$ cat config.mk
export PLATFORM = sky130hd
export DESIGN_NAME = cacheline_arbiter
export DESIGN_NICKNAME = d
export VERILOG_FILES = /design/src/rtl/cacheline_arb_types.sv /design/src/rtl/cacheline_arb_select.sv /design/src/rtl/cacheline_arbiter.sv
export SDC_FILE = /design/constraint.sdc
export NUM_CORES = 1
export LEC_CHECK = 0
export ABC_AREA = 1
export CELL_PAD_IN_SITES_DETAIL_PLACEMENT = 1
export CELL_PAD_IN_SITES_GLOBAL_PLACEMENT = 1
export CORE_AREA = 2 2 540 542
export DETAILED_ROUTE_END_ITERATION = 10
export DIE_AREA = 0 0 542 544
export MAX_ROUTING_LAYER = met4
export PLACE_DENSITY_LB_ADDON = 0.1
export SYNTH_ARGS = -nofsm -noshare
export SYNTH_HDL_FRONTEND = slang
export SYNTH_HIERARCHICAL = 1
export SYNTH_SLANG_ARGS = --single-unit
$ cat constraint.sdc
create_clock -name clk -period 19.25 [get_ports clk]
set_input_delay 3.85 -clock clk [delete_from_list [all_inputs] [get_ports clk]]
set_output_delay 3.85 -clock clk [all_outputs]
set_load 0.02 [all_outputs]
$ cat src/rtl/cacheline_arb_types.sv
// rtl/cacheline_arb_types.sv - shared state/op encodings and line geometry for the cacheline arbiter
package cacheline_arb_types;

    typedef enum logic [1:0] {
        ARB_IDLE,
        ARB_I,
        ARB_D
    } state_t;

    typedef enum logic {
        OP_READ,
        OP_WRITE
    } op_t;

    localparam int LINE_BYTES  = 32;
    localparam int OFFSET_BITS = $clog2(LINE_BYTES);

endpackage

$ cat src/rtl/cacheline_arb_select.sv
// rtl/cacheline_arb_select.sv - I/D grant selection; CACHELINE_ARB_RR_EN enables round-robin on contention
module cacheline_arb_select (
    input  logic i_req,
    input  logic d_req,
    input  logic rr_ptr,
    output logic grant_i,
    output logic grant_d
);

`ifdef CACHELINE_ARB_RR_EN
    // rr_ptr == 0 favours D, rr_ptr == 1 favours I
    always_comb begin
        grant_d = d_req && (!i_req || !rr_ptr);
        grant_i = i_req && (!d_req || rr_ptr);
    end
`else
    logic unused_rr_ptr;
    assign unused_rr_ptr = rr_ptr;

    always_comb begin
        grant_d = d_req;
        grant_i = i_req && !d_req;
    end
`endif

endmodule

$ cat src/rtl/cacheline_arbiter.sv
// rtl/cacheline_arbiter.sv - shares one pmem cacheline port between I-cache and D-cache; CACHELINE_ARB_RR_EN selects round-robin contention
module cacheline_arbiter
    import cacheline_arb_types::*;
#(
    parameter int ADDR_WIDTH = 32,
    parameter int LINE_WIDTH = LINE_BYTES * 8
) (
    input  logic                  clk,
    input  logic                  rst,
    input  logic                  i_read,
    input  logic [ADDR_WIDTH-1:0] i_address,
    output logic [LINE_WIDTH-1:0] i_rdata,
    output logic                  i_resp,
    input  logic                  d_read,
    input  logic                  d_write,
    input  logic [ADDR_WIDTH-1:0] d_address,
    input  logic [LINE_WIDTH-1:0] d_wdata,
    output logic [LINE_WIDTH-1:0] d_rdata,
    output logic                  d_resp,
    output logic                  pmem_read,
    output logic                  pmem_write,
    output logic [ADDR_WIDTH-1:0] pmem_address,
    output logic [LINE_WIDTH-1:0] pmem_wdata,
    input  logic [LINE_WIDTH-1:0] pmem_rdata,
    input  logic                  pmem_resp
);

    localparam int OFF = (LINE_WIDTH == LINE_BYTES * 8) ? OFFSET_BITS : $clog2(LINE_WIDTH / 8);
    localparam logic [ADDR_WIDTH-1:0] ALIGN_MASK = ~ADDR_WIDTH'((64'd1 << OFF) - 64'd1);

    state_t                  state;
    logic [ADDR_WIDTH-1:0]   addr_q;
    logic [LINE_WIDTH-1:0]   wdata_q;
    logic                    rr_ptr;
    logic                    i_req;
    logic                    d_req;
    logic                    grant_i;
    logic                    grant_d;
    op_t                     d_op;

    assign i_req = i_read;
    assign d_req = d_read | d_write;

    // a simultaneous read+write from the D-cache is a writeback
    always_comb begin
        d_op = d_write ? OP_WRITE : OP_READ;
    end

    cacheline_arb_select u_select (
        .i_req   (i_req),
        .d_req   (d_req),
        .rr_ptr  (rr_ptr),
        .grant_i (grant_i),
        .grant_d (grant_d)
    );

`ifdef CACHELINE_ARB_RR_EN
    always_ff @(posedge clk or posedge rst) begin
        if (rst) begin
            rr_ptr <= 1'b0;
        end else if (state == ARB_IDLE && i_req && d_req) begin
            rr_ptr <= ~rr_ptr;
        end
    end
`else
    assign rr_ptr = 1'b0;
`endif

    always_ff @(posedge clk or posedge rst) begin
        if (rst) begin
            state      <= ARB_IDLE;
            addr_q     <= '0;
            wdata_q    <= '0;
            pmem_read  <= 1'b0;
            pmem_write <= 1'b0;
        end else begin
            case (state)
                ARB_IDLE: begin
                    if (grant_d) begin
                        state      <= ARB_D;
                        addr_q     <= d_address & ALIGN_MASK;
                        wdata_q    <= d_wdata;
                        pmem_read  <= (d_op == OP_READ);
                        pmem_write <= (d_op == OP_WRITE);
                    end else if (grant_i) begin
                        state      <= ARB_I;
                        addr_q     <= i_address & ALIGN_MASK;
                        wdata_q    <= '0;
                        pmem_read  <= 1'b1;
                        pmem_write <= 1'b0;
                    end
                end
                ARB_I, ARB_D: begin
                    if (pmem_resp) begin
                        state      <= ARB_IDLE;
                        pmem_read  <= 1'b0;
                        pmem_write <= 1'b0;
                    end
                end
                default: begin
                    state      <= ARB_IDLE;
                    pmem_read  <= 1'b0;
                    pmem_write <= 1'b0;
                end
            endcase
        end
    end

    assign pmem_address = addr_q;
    assign pmem_wdata   = wdata_q;

    // completion is steered combinationally so resp lands in the pmem_resp cycle
    assign i_resp  = (state == ARB_I) && pmem_resp;
    assign d_resp  = (state == ARB_D) && pmem_resp;
    assign i_rdata = (state == ARB_I) ? pmem_rdata : '0;
    assign d_rdata = (state == ARB_D) ? pmem_rdata : '0;

endmodule

=== After elaboration in Yosys (flattened, before gate mapping) ===
Cells that the tools add are included.

* Register bits after elaboration: 292
* Input port bits: 582
* Output and inout bits: 804
* Logic and storage cells: 38

* Eq/ne operators: 4
* Multiplexer cells: 18
* Bitwise logic cells: 2
* Reductions and logical operators: 9

{| class="wikitable"
|+ Operator list
! kind !! count
|-
| 256-bit 2-to-1 mux || 4
|-
| 32-bit 2-to-1 mux || 2
|-
| 1-bit 2-to-1 mux || 6
|-
| 2-bit 2-to-1 mux || 3
|-
| 1-bit case mux with 2 select lines || 2
|-
| 2-bit case mux with 2 select lines || 1
|-
| 2-bit AND reduction || 2
|-
| 1-bit logical AND || 3
|-
| 3-bit by 2-bit != test with 1-bit output (second input constant) || 1
|-
| 2-bit by 1-bit == test with 1-bit output (second input constant) || 1
|-
| 2-bit == test (second input constant) || 1
|-
| 2-bit zero test || 1
|-
| 2-bit != test (second input constant) || 1
|-
| 2-bit nonzero test || 1
|-
| 2-bit OR reduction || 1
|-
| 1-bit zero test || 1
|-
| 1-bit NOT || 1
|-
| 1-bit OR || 1
|}

=== Depth between registers and ports, before layout ===
Gate-level depths: netlist of run 1.

* Depth after elaboration: 6
* Mapped depth: 9
* Mapped depth without buffers: 7

=== Cells and area by module ===
The synthesis of run 1 kept the hierarchy.

{| class="wikitable"
|+ Modules (own cells, without submodules)
! module !! instances !! cells an instance !! area an instance (µm²) !! sequential area each (µm²)
|-
| cacheline_arbiter || 1 || 2409 || 15501.1 || 7181.9
|-
| cacheline_arb_select || 1 || 3 || 17.5 || 0.0
|}

=== Worst setup path after synthesis of run 1 ===
No wires, ideal clock.

* Path kind: input port to output port
* Start point: in pmem_rdata[10]
* End point: out i_rdata[10]
* Arrival time: 4.038 ns
* Required time: 15.400 ns
* Setup slack: 11.362 ns
* Stages on the path: 2
* Buffers on the path: 0
* Cell sequence: nand2_1 > inv_1

* Word-level cells in the longest chain between the ends: 1

{| class="wikitable"
|+ RTL lines
! what !! RTL line !! text
|-
| from (decl) || cacheline_arbiter.sv:24 || <nowiki>input logic [LINE_WIDTH-1:0] pmem_rdata,</nowiki>
|-
| 256-bit 2-to-1 mux || cacheline_arbiter.sv:115 || <nowiki>assign i_rdata = (state == ARB_I) ? pmem_rdata : '0;</nowiki>
|-
| to (decl) || cacheline_arbiter.sv:12 || <nowiki>output logic [LINE_WIDTH-1:0] i_rdata,</nowiki>
|}

Every way passes these cells.

=== Final worst setup path of run 1 ===
* Start point: in pmem_resp
* End point: out i_resp

* Word-level cells in the longest chain between the ends: 1

{| class="wikitable"
|+ RTL lines
! what !! RTL line !! text
|-
| from (decl) || cacheline_arbiter.sv:25 || <nowiki>input logic pmem_resp</nowiki>
|-
| 1-bit logical AND || cacheline_arbiter.sv:113 || <nowiki>assign i_resp = (state == ARB_I) && pmem_resp;</nowiki>
|-
| to (decl) || cacheline_arbiter.sv:13 || <nowiki>output logic i_resp,</nowiki>
|}

Every way passes these cells.

==> results.cfg, run 1 <==
[worst_setup_path]
critPathMaxStageDelay_ns = 0.88
crit_top_cell = clkdlybuf4s50_1
critPathKind = in2out
worstPathCellList = clkdlybuf4s50_1, nand2_1, inv_1, clkdlybuf4s50_1
cp_data_arrival_time_ns = 5.69
worstSetupStartpointType = input port
cp_slowest_cell = clkdlybuf4s50_1
endpoint_kind = primary output
worstPathRequired_ns = 15.40
reg2reg_from = state[0]$_DFFE_PP0P_
cp_max_fo = 3
startpoint = pmem_resp

[hold_path]
min_path_type = reg2reg
min_from = pmem_wdata[24]$_DFFE_PP0P_

[sta]
post-route-min-period_ns = 9.542
worst_slew_pin_slew_ns = 1.035
setup_tns_ns = 0
finalCritPeriodShare_pct = 49.57
skew_ns = 0.01785
fin_ws_ns = 9.708
finalSetupViolCount = 0
slew_violations = 0
rsz0062_at_grt = false
slew-limit-headroom_pct = 31.00
max_freq_mhz = 104.8
hold_viol = 0

[floorplan]
initial_core_util_pct = 5.363
core_region_area_um2 = 289400
die_x_um = 542
rows = 198
ios = 1386
die_area_um2 = 294800
die_h_um = 544

[logic_synthesis]
synth_area_per_cell_um2 = 6.434
ys_ff_latch = 287
syn_area_um2 = 15520
seq_area_frac_synth_pct = 46.28
postSynthCellCount = 2412
ys_warn_count = 6
yosysUniqueCellTypes = 20

[run_status]
status = complete, no violations

[clock_network]
tritoncts = yes
cts_buffer_depth = 3
cts_max_level = 2
clkTransAtPathRegs_ns = 0.05
numCtsBuffers = 46
cts-root-buf = clkbuf_16
cts.sinks = 287
cts-hold-fix-buffers = 0
ctsResizeCount = 0
clock_latency_ns = 0.63
post_cts_buffers = 0

[routing]
wl_um = 175800
ant_nets = 0
viasPerCell = 2.618
num_vias = 19850
drt-wirelength-per-cell_um = 23.18
drt_pass1_iterations = 4
drtIter0Drc = 850
route.detailed.drc = 0

[final_layout]
final_core_util_pct = 12.12
finalNetCount = 4302
syn2layout_area_growth_pct = 126.0
fillerInstances = 34480
drive_gt1_share_pct = 2.479

[global_routing]
antenna_found_initial = 100
grt_usage_pct = 11.74
overflow = 0
grt_start_max_net_pins = 152
grt_pass1_vias = 21010
grt_pass1_wl_um = 222800

[pwr]
irDropWorstVdd_v = 0.00009351
cellLeakagePower_nw = 17.66
power_density_nw_per_um2 = 150.9

[place]
dp_hpwl_um = 146100
place_ws_ns = 9.483
gp_congestion = 0.7695
io_buffers = 1370

[flow_run]
cap_viol_max_count = 0
[power by group]
part | switching, mW | internal [mW] | leakage, nW
clock | 0.375 | 0.544 | 0.759
sequential | 0.162 | 0.899 | 3.53
combinational | 2.09 | 1.23 | 13.4
total | 2.62 | 2.67 | 17.7
[cell usage after synthesis]
library cell / n / area, µm²
buf_6: 11 / 123.9
inv_1: 547 / 2053
dfrtp_1: 287 / 7182
clkbuf_1: 26 / 97.59
buf_4: 25 / 187.7
buf_8: 1 / 15.01
nand2_1: 1404 / 5270
ha_1: 3 / 37.54
inv_4: 1 / 6.260
nor2_1: 2 / 7.510
nand3_1: 3 / 15.01
buf_2: 65 / 325.3
nor2_8: 1 / 20.02
conb_1: 1 / 3.750
clkinv_1: 1 / 3.750
nor2_2: 2 / 12.51
or2_2: 1 / 6.260
o21ai_0: 27 / 135.1
a21oi_1: 1 / 5.000
buf_1: 3 / 11.26
[worst max-delay path, delay by kind of cell]
kind	cells	cell delay (ns)
buffers and inverters	3	1.71
AND/OR/NAND/NOR	1	0.10
[metrics by stage]
stage | instances | hold slack [ns] | power [mW] | area, µm²
3_5_place_dp | 7469 | 0.4578 | 4.528 | 33450
4_1_cts | 7551 | 0.4720 | 5.529 | 35000
5_1_grt | 7576 | 0.4878 | 5.727 | 35060
3_3_place_gp | 7469 | 0.4535 | 4.540 | 33450
2_1_floorplan | 2416 | 0.4675 | 2.535 | 15530
6_report | 7584 | 0.4681 | 5.294 | 35080
[metal layers]
metal	routed length, µm	GRT usage, %
met5	0	-
met4	2431	1.474
met3	16330	4.596
met2	81590	18.90
met1	75420	14.11
[sequential cells by signal, indices dropped and copies added (netlist names)]
signal	cells
state	2
pmem_wdata	256
pmem_write	1
pmem_address	27
pmem_read	1
[kinds of logic after synthesis]
| kind of cell | after synthesis | share of synthesized area, % |
|---|---|---|
| adders and majority gates | 3 | 0.2419 |
| buffers and inverters | 680 | 18.20 |
| other | 1 | 0.02416 |
| AOI/OAI and AO/OA | 28 | 0.9030 |
| and+or+nand+nor | 1413 | 34.35 |
| DFF | 287 | 46.28 |
[cells in the final DEF (no fill, tap or decap)]
cell type        count
buf_4               10
clkdlybuf4s50_1   1370
clkbuf_8            10
nor2_8               1
diode_2             33
o21ai_0             27
ha_4                 2
nor2_2               2
a21oi_1              1
clkinvlp_4           1
nor2_1               2
nand3_1              3
or2_2                1
inv_6                2
dfrtp_1            287
clkinv_8             2
conb_1               5
nand2_1           1404
clkbuf_16           46
buf_12               4
bufinv_16            5
inv_8                2
inv_1              546
clkinv_2             5
ha_1                 1
clkbuf_1            12
[layout make-up]
class / count / area [µm²] / share of cell area [%]
sequential: 287 / 7182 / 20.47
timing repair buffer: 1384 / 13870 / 39.53
clock inverter: 14 / 216.5 / 0.6171
inverter: 549 / 2088 / 5.953
multi-input combinational: 1449 / 5553 / 15.83
antenna: 33 / 82.58 / 0.2354
clock buffer: 68 / 1334 / 3.802
tap: 3800 / 4755 / 13.55
[path summary, 6_finish.rpt]
check	endpoint	slack, ns	cells after the start
worst max register to register	pmem_address[24]$_DFFE_PP0P_	15.89	9
min in group asynchronous	pmem_wdata[55]$_DFFE_PP0P_	3.70	2
worst min-delay path	pmem_wdata[24]$_DFFE_PP0P_	0.47	2
worst min register to register	pmem_wdata[24]$_DFFE_PP0P_	0.47	2
max in group asynchronous	pmem_wdata[123]$_DFFE_PP0P_	13.16	4
worst max-delay path	i_resp	9.71	4
(Power assumes the default switching activity.)
==> run 2: changes to the inputs <==
--- a/config.mk
+++ b/config.mk
@@ -8,9 +8,9 @@
 export ABC_AREA = 1
 export CELL_PAD_IN_SITES_DETAIL_PLACEMENT = 1
 export CELL_PAD_IN_SITES_GLOBAL_PLACEMENT = 1
-export CORE_AREA = 2 2 540 542
+export CORE_AREA = 2 2 537 539
 export DETAILED_ROUTE_END_ITERATION = 10
-export DIE_AREA = 0 0 542 544
+export DIE_AREA = 0 0 539 541
 export MAX_ROUTING_LAYER = met4
 export PLACE_DENSITY_LB_ADDON = 0.1
 export SYNTH_ARGS = -nofsm -noshare
==> constraint.sdc (replaced) <==
create_clock -name clk -period 9.1 [get_ports clk]
set_input_delay 1.82 -clock clk [delete_from_list [all_inputs] [get_ports clk]]
set_output_delay 1.82 -clock clk [all_outputs]
set_load 0.02 [all_outputs]
==> results.cfg, run 2 (same netlist as run 1, synthesis figures left out) <==
[global_routing]
grt_usage_pct = 12.01
overflow = 0
antenna_found_initial = 103
grt_pass1_vias = 20840
grt_start_max_net_pins = 145
grt_pass1_wl_um = 225200

[hold_path]
min_path_type = reg2reg
min_to = pmem_wdata[224]$_DFFE_PP0P_
min_from = pmem_wdata[224]$_DFFE_PP0P_
holdPathStages = 2

[worst_setup_path]
critPathKind = reg2out
worstPathRequired_ns = 7.28
worstSetupStartpointType = flip-flop
worstRegToRegCells = 9
cp_data_arrival_time_ns = 3.78
r2r-end = pmem_wdata[101]$_DFFE_PP0P_
endpoint_kind = primary output
reg2reg_from = state[0]$_DFFE_PP0P_
cp_max_fo = 54
reg2reg_setup_slack_ns = 5.75

[clock_network]
post_cts_buffers = 0
cts_max_level = 2
ctsResizeCount = 0
cts_buffer_depth = 3
numCtsBuffers = 43
clock_latency_ns = 0.63
cts.sinks = 287
cts-hold-fix-buffers = 0
clkTransAtPathRegs_ns = 0.06
tritoncts = yes
cts-root-buf = clkbuf_16

[sta]
slew_violations = 0
finalCritPeriodShare_pct = 61.53
finalSetupViolCount = 0
max_freq_mhz = 178.6
fin_ws_ns = 3.501
hold_ws_ns = 0.4687
post-route-min-period_ns = 5.599
worst_slew_pin_slew_ns = 0.9406
hold_viol = 0
skew_ns = 0.04635
slew-limit-headroom_pct = 37.29
rsz0062_at_grt = false
setup_tns_ns = 0

[place]
dp_hpwl_um = 148200
gp_congestion = 0.8529
place_area_um2 = 33460
io_buffers = 1370
place_ws_ns = 3.295

[floorplan]
die_h_um = 541
ios = 1386
initial_core_util_pct = 5.418
die_area_um2 = 291600
rows = 197
core_region_area_um2 = 286400
die_x_um = 539

[routing]
routed-wl-met3_um = 15890
routed.top_layer = met4
drt-wirelength-per-cell_um = 23.27
ant_nets = 0
num_vias = 19560
drtIter0Drc = 876
drt_pass1_iterations = 5
viasPerCell = 2.584
wl_um = 176100
route.detailed.drc = 0
met2_length_um = 84400
wl_met1_um = 73550

[final_layout]
layout_commonest_cell = nand2_1
fillerInstances = 34140
fin_area_um2 = 34920
largest_reg_flops = 256
final_core_util_pct = 12.19
finalNetCount = 4299
drive_gt1_share_pct = 2.271
multi_input_area_um2 = 5553
seq_area_um2 = 7182
syn2layout_area_growth_pct = 125.1
mostFrequentLayoutCells = 1,404 x nand2_1, 1,370 x clkdlybuf4s50_1, 546 x inv_1

[flow_run]
cap_viol_max_count = 0

[pwr]
irDropWorstVdd_v = 0.0001993
power_density_nw_per_um2 = 313.7
cellLeakagePower_nw = 17.58

[run_status]
status = complete, no violations
[run 2: area by class of cell]
type                       instances  area share (%)
timing repair buffer            1384           39.82
multi-input combinational       1449           15.90
tap                             3781           13.55
sequential                       287           20.56
inverter                         549           5.969
clock inverter                     9          0.2544
clock buffer                      65           3.636
antenna                           44          0.3153
[run 2: per-layer routing]
metal | up-vias | GRT usage, %
met1 | 9167 | 13.90
met4 | 0 | 1.262
met2 | 875 | 20.18
li1 | 9340 | -
met3 | 176 | 4.599
met5 | - | -
[run 2: how the worst max path moves through the flow]
stage,depth (start not counted),endpoint,slack (ns),startpoint
6_report,7,d_rdata[244],3.50,state[0]$_DFFE_PP0P_
5_1_grt,7,d_rdata[244],3.15,state[0]$_DFFE_PP0P_
4_1_cts,7,d_rdata[244],3.22,state[0]$_DFFE_PP0P_
3_5_place_dp,10,pmem_wdata[103]$_DFFE_PP0P_,3.29,d_write
3_3_place_gp,10,pmem_wdata[37]$_DFFE_PP0P_,3.33,d_write
2_1_floorplan,1,pmem_address[10]$_DFFE_PP0P_,3.47,rst
[run 2: worst max-delay path, stage by stage, from the launching register on]
cell             delay [ns]
dfrtp_1                0.42
inv_1                  0.15
ha_4                   0.34
buf_4                  0.60
buf_4                  0.60
nand2_1                0.11
inv_1                  0.07
clkdlybuf4s50_1        0.76
[run 2: metrics by stage]
step,instances,power (mW)
finish,7568,10.96
global route,7554,11.87
CTS,7524,11.46
detailed placement,7450,9.567
global placement,7450,9.581
floorplan,2416,5.364
[run 2: report_power, final]
group	switching [mW]	leakage (nW)	internal, mW	total, mW
clock network	0.753	0.671	0.986	1.74
registers	0.345	3.53	1.90	2.25
logic	4.37	13.4	2.60	6.97
==> run 3: changes to the inputs <==
--- a/config.mk
+++ b/config.mk
@@ -8,9 +8,9 @@
 export ABC_AREA = 1
 export CELL_PAD_IN_SITES_DETAIL_PLACEMENT = 1
 export CELL_PAD_IN_SITES_GLOBAL_PLACEMENT = 1
-export CORE_AREA = 2 2 537 539
+export CORE_AREA = 2 2 534 536
 export DETAILED_ROUTE_END_ITERATION = 10
-export DIE_AREA = 0 0 539 541
+export DIE_AREA = 0 0 536 538
 export MAX_ROUTING_LAYER = met4
 export PLACE_DENSITY_LB_ADDON = 0.1
 export SYNTH_ARGS = -nofsm -noshare
==> constraint.sdc (replaced) <==
create_clock -name clk -period 5.1 [get_ports clk]
set_input_delay 1.02 -clock clk [delete_from_list [all_inputs] [get_ports clk]]
set_output_delay 1.02 -clock clk [all_outputs]
set_load 0.02 [all_outputs]
==> results.cfg, run 3 (same netlist as run 1, synthesis figures left out) <==
[sta]
fin_ws_ns = 0.7733
post-route-min-period_ns = 4.327
worst_slew_pin_slew_ns = 0.8523
slew-limit-headroom_pct = 43.18
finalCritPeriodShare_pct = 84.84
setup_tns_ns = 0
hold_ws_ns = 0.4667
rsz0062_at_grt = false
finalSetupViolCount = 0
skew_ns = 0.04283
hold_viol = 0
max_freq_mhz = 231.1
slew_violations = 0

[clock_network]
cts.sinks = 287
cts-hold-fix-buffers = 0
ctsResizeCount = 0
clkTransAtPathRegs_ns = 0.06
numCtsBuffers = 51
clock_latency_ns = 0.67
cts_buffer_depth = 3
post_cts_buffers = 0
tritoncts = yes
cts_max_level = 2
cts-root-buf = clkbuf_16

[pwr]
finalPower_mw = 20.59
cellLeakagePower_nw = 17.91
power_density_nw_per_um2 = 577.5
irDropWorstVdd_v = 0.0002639

[worst_setup_path]
critPathKind = reg2out
worstPathCellList = inv_1, ha_4, buf_12, nand2_1, inv_1, clkdlybuf4s50_1
startpoint = state[0]$_DFFE_PP0P_
crit_family = buffers and inverters
endpoint_kind = primary output
cp.depth = 6
worstSetupStartpointType = flip-flop
cp_max_fo = 34
crit_top_cell = inv_1
worstPathRequired_ns = 4.08
critPathMaxStageDelay_ns = 0.80
worstRegToRegCells = 8
cp_slowest_cell = clkdlybuf4s50_1
reg2reg_from = state[0]$_DFFE_PP0P_
cp_data_arrival_time_ns = 3.31
critPathBufInv = 4

[place]
place_ws_ns = 1.160
dp_hpwl_um = 141600
gp_congestion = 0.7283
place_area_um2 = 33670
io_buffers = 1370
place_inst = 7449

[hold_path]
holdPathStages = 2
min_from = pmem_wdata[11]$_DFFE_PP0P_
min_path_type = reg2reg

[final_layout]
finalNonFillerCells = 7628
finalNetCount = 4325
drive_gt1_share_pct = 3.226
fin_area_um2 = 35660
layout_commonest_cell = nand2_1
mostFrequentLayoutCells = 1,404 x nand2_1, 1,370 x clkdlybuf4s50_1, 546 x inv_1
final_core_util_pct = 12.59
syn2layout_area_growth_pct = 129.8
largest_reg_flops = 256

[floorplan]
initial_core_util_pct = 5.479
die_area_um2 = 288400
ios = 1386
die_h_um = 538
core_region_area_um2 = 283200
rows = 196
die_x_um = 536

[flow_run]
cap_viol_max_count = 0

[global_routing]
grt_pass1_wl_um = 213800
overflow = 0
antenna_found_initial = 118
grt_pass1_vias = 20990
grt_usage_pct = 11.53
grt_start_max_net_pins = 111

[routing]
drt_pass1_iterations = 5
ant_nets = 0
wl_um = 168300
route.detailed.drc = 0
num_vias = 19680
drtIter0Drc = 708
viasPerCell = 2.580
drt-wirelength-per-cell_um = 22.06

[run_status]
status = complete, no violations
## run 3: layer usage
layer / track usage (%) / share of wire, %
met5: - / 0
met4: 1.788 / 1.3
met3: 6.283 / 12
met2: 19.26 / 48
met1: 12.10 / 38
## run 3: path summary, 6_finish.rpt
| check | to | slack, ns |
|---|---|---|
| max | d_rdata[148] | 0.77 |
| min | pmem_wdata[11]$_DFFE_PP0P_ | 0.47 |
| max reg2reg | pmem_wdata[23]$_DFFE_PP0P_ | 2.80 |
| min reg2reg | pmem_wdata[11]$_DFFE_PP0P_ | 0.47 |
| max in group asynchronous | pmem_wdata[141]$_DFFE_PP0P_ | 3.31 |
| min in group asynchronous | pmem_wdata[210]$_DFFE_PP0P_ | 0.71 |
## run 3: final cells by class
type | instances | area [µm²]
timing repair buffer | 1402 | 14140
antenna | 84 | 210.2
multi-input combinational | 1449 | 5553
fill | 33770 | 247600
sequential | 287 | 7182
clock inverter | 16 | 249.0
tap | 3762 | 4707
inverter | 549 | 2085
clock buffer | 79 | 1533
## run 3: power by group
group	leakage, nW	switching [mW]	internal [mW]
Sequential	3.53	0.659	3.40
Clock	0.879	1.51	2.32
Combinational	13.5	7.93	4.78
Total	17.9	10.1	10.5
## run 3: worst min-delay path, delay by kind of cell, from the launching register on
kind          cells  cell delay, ns
flops             1            0.34
simple gates      2            0.10
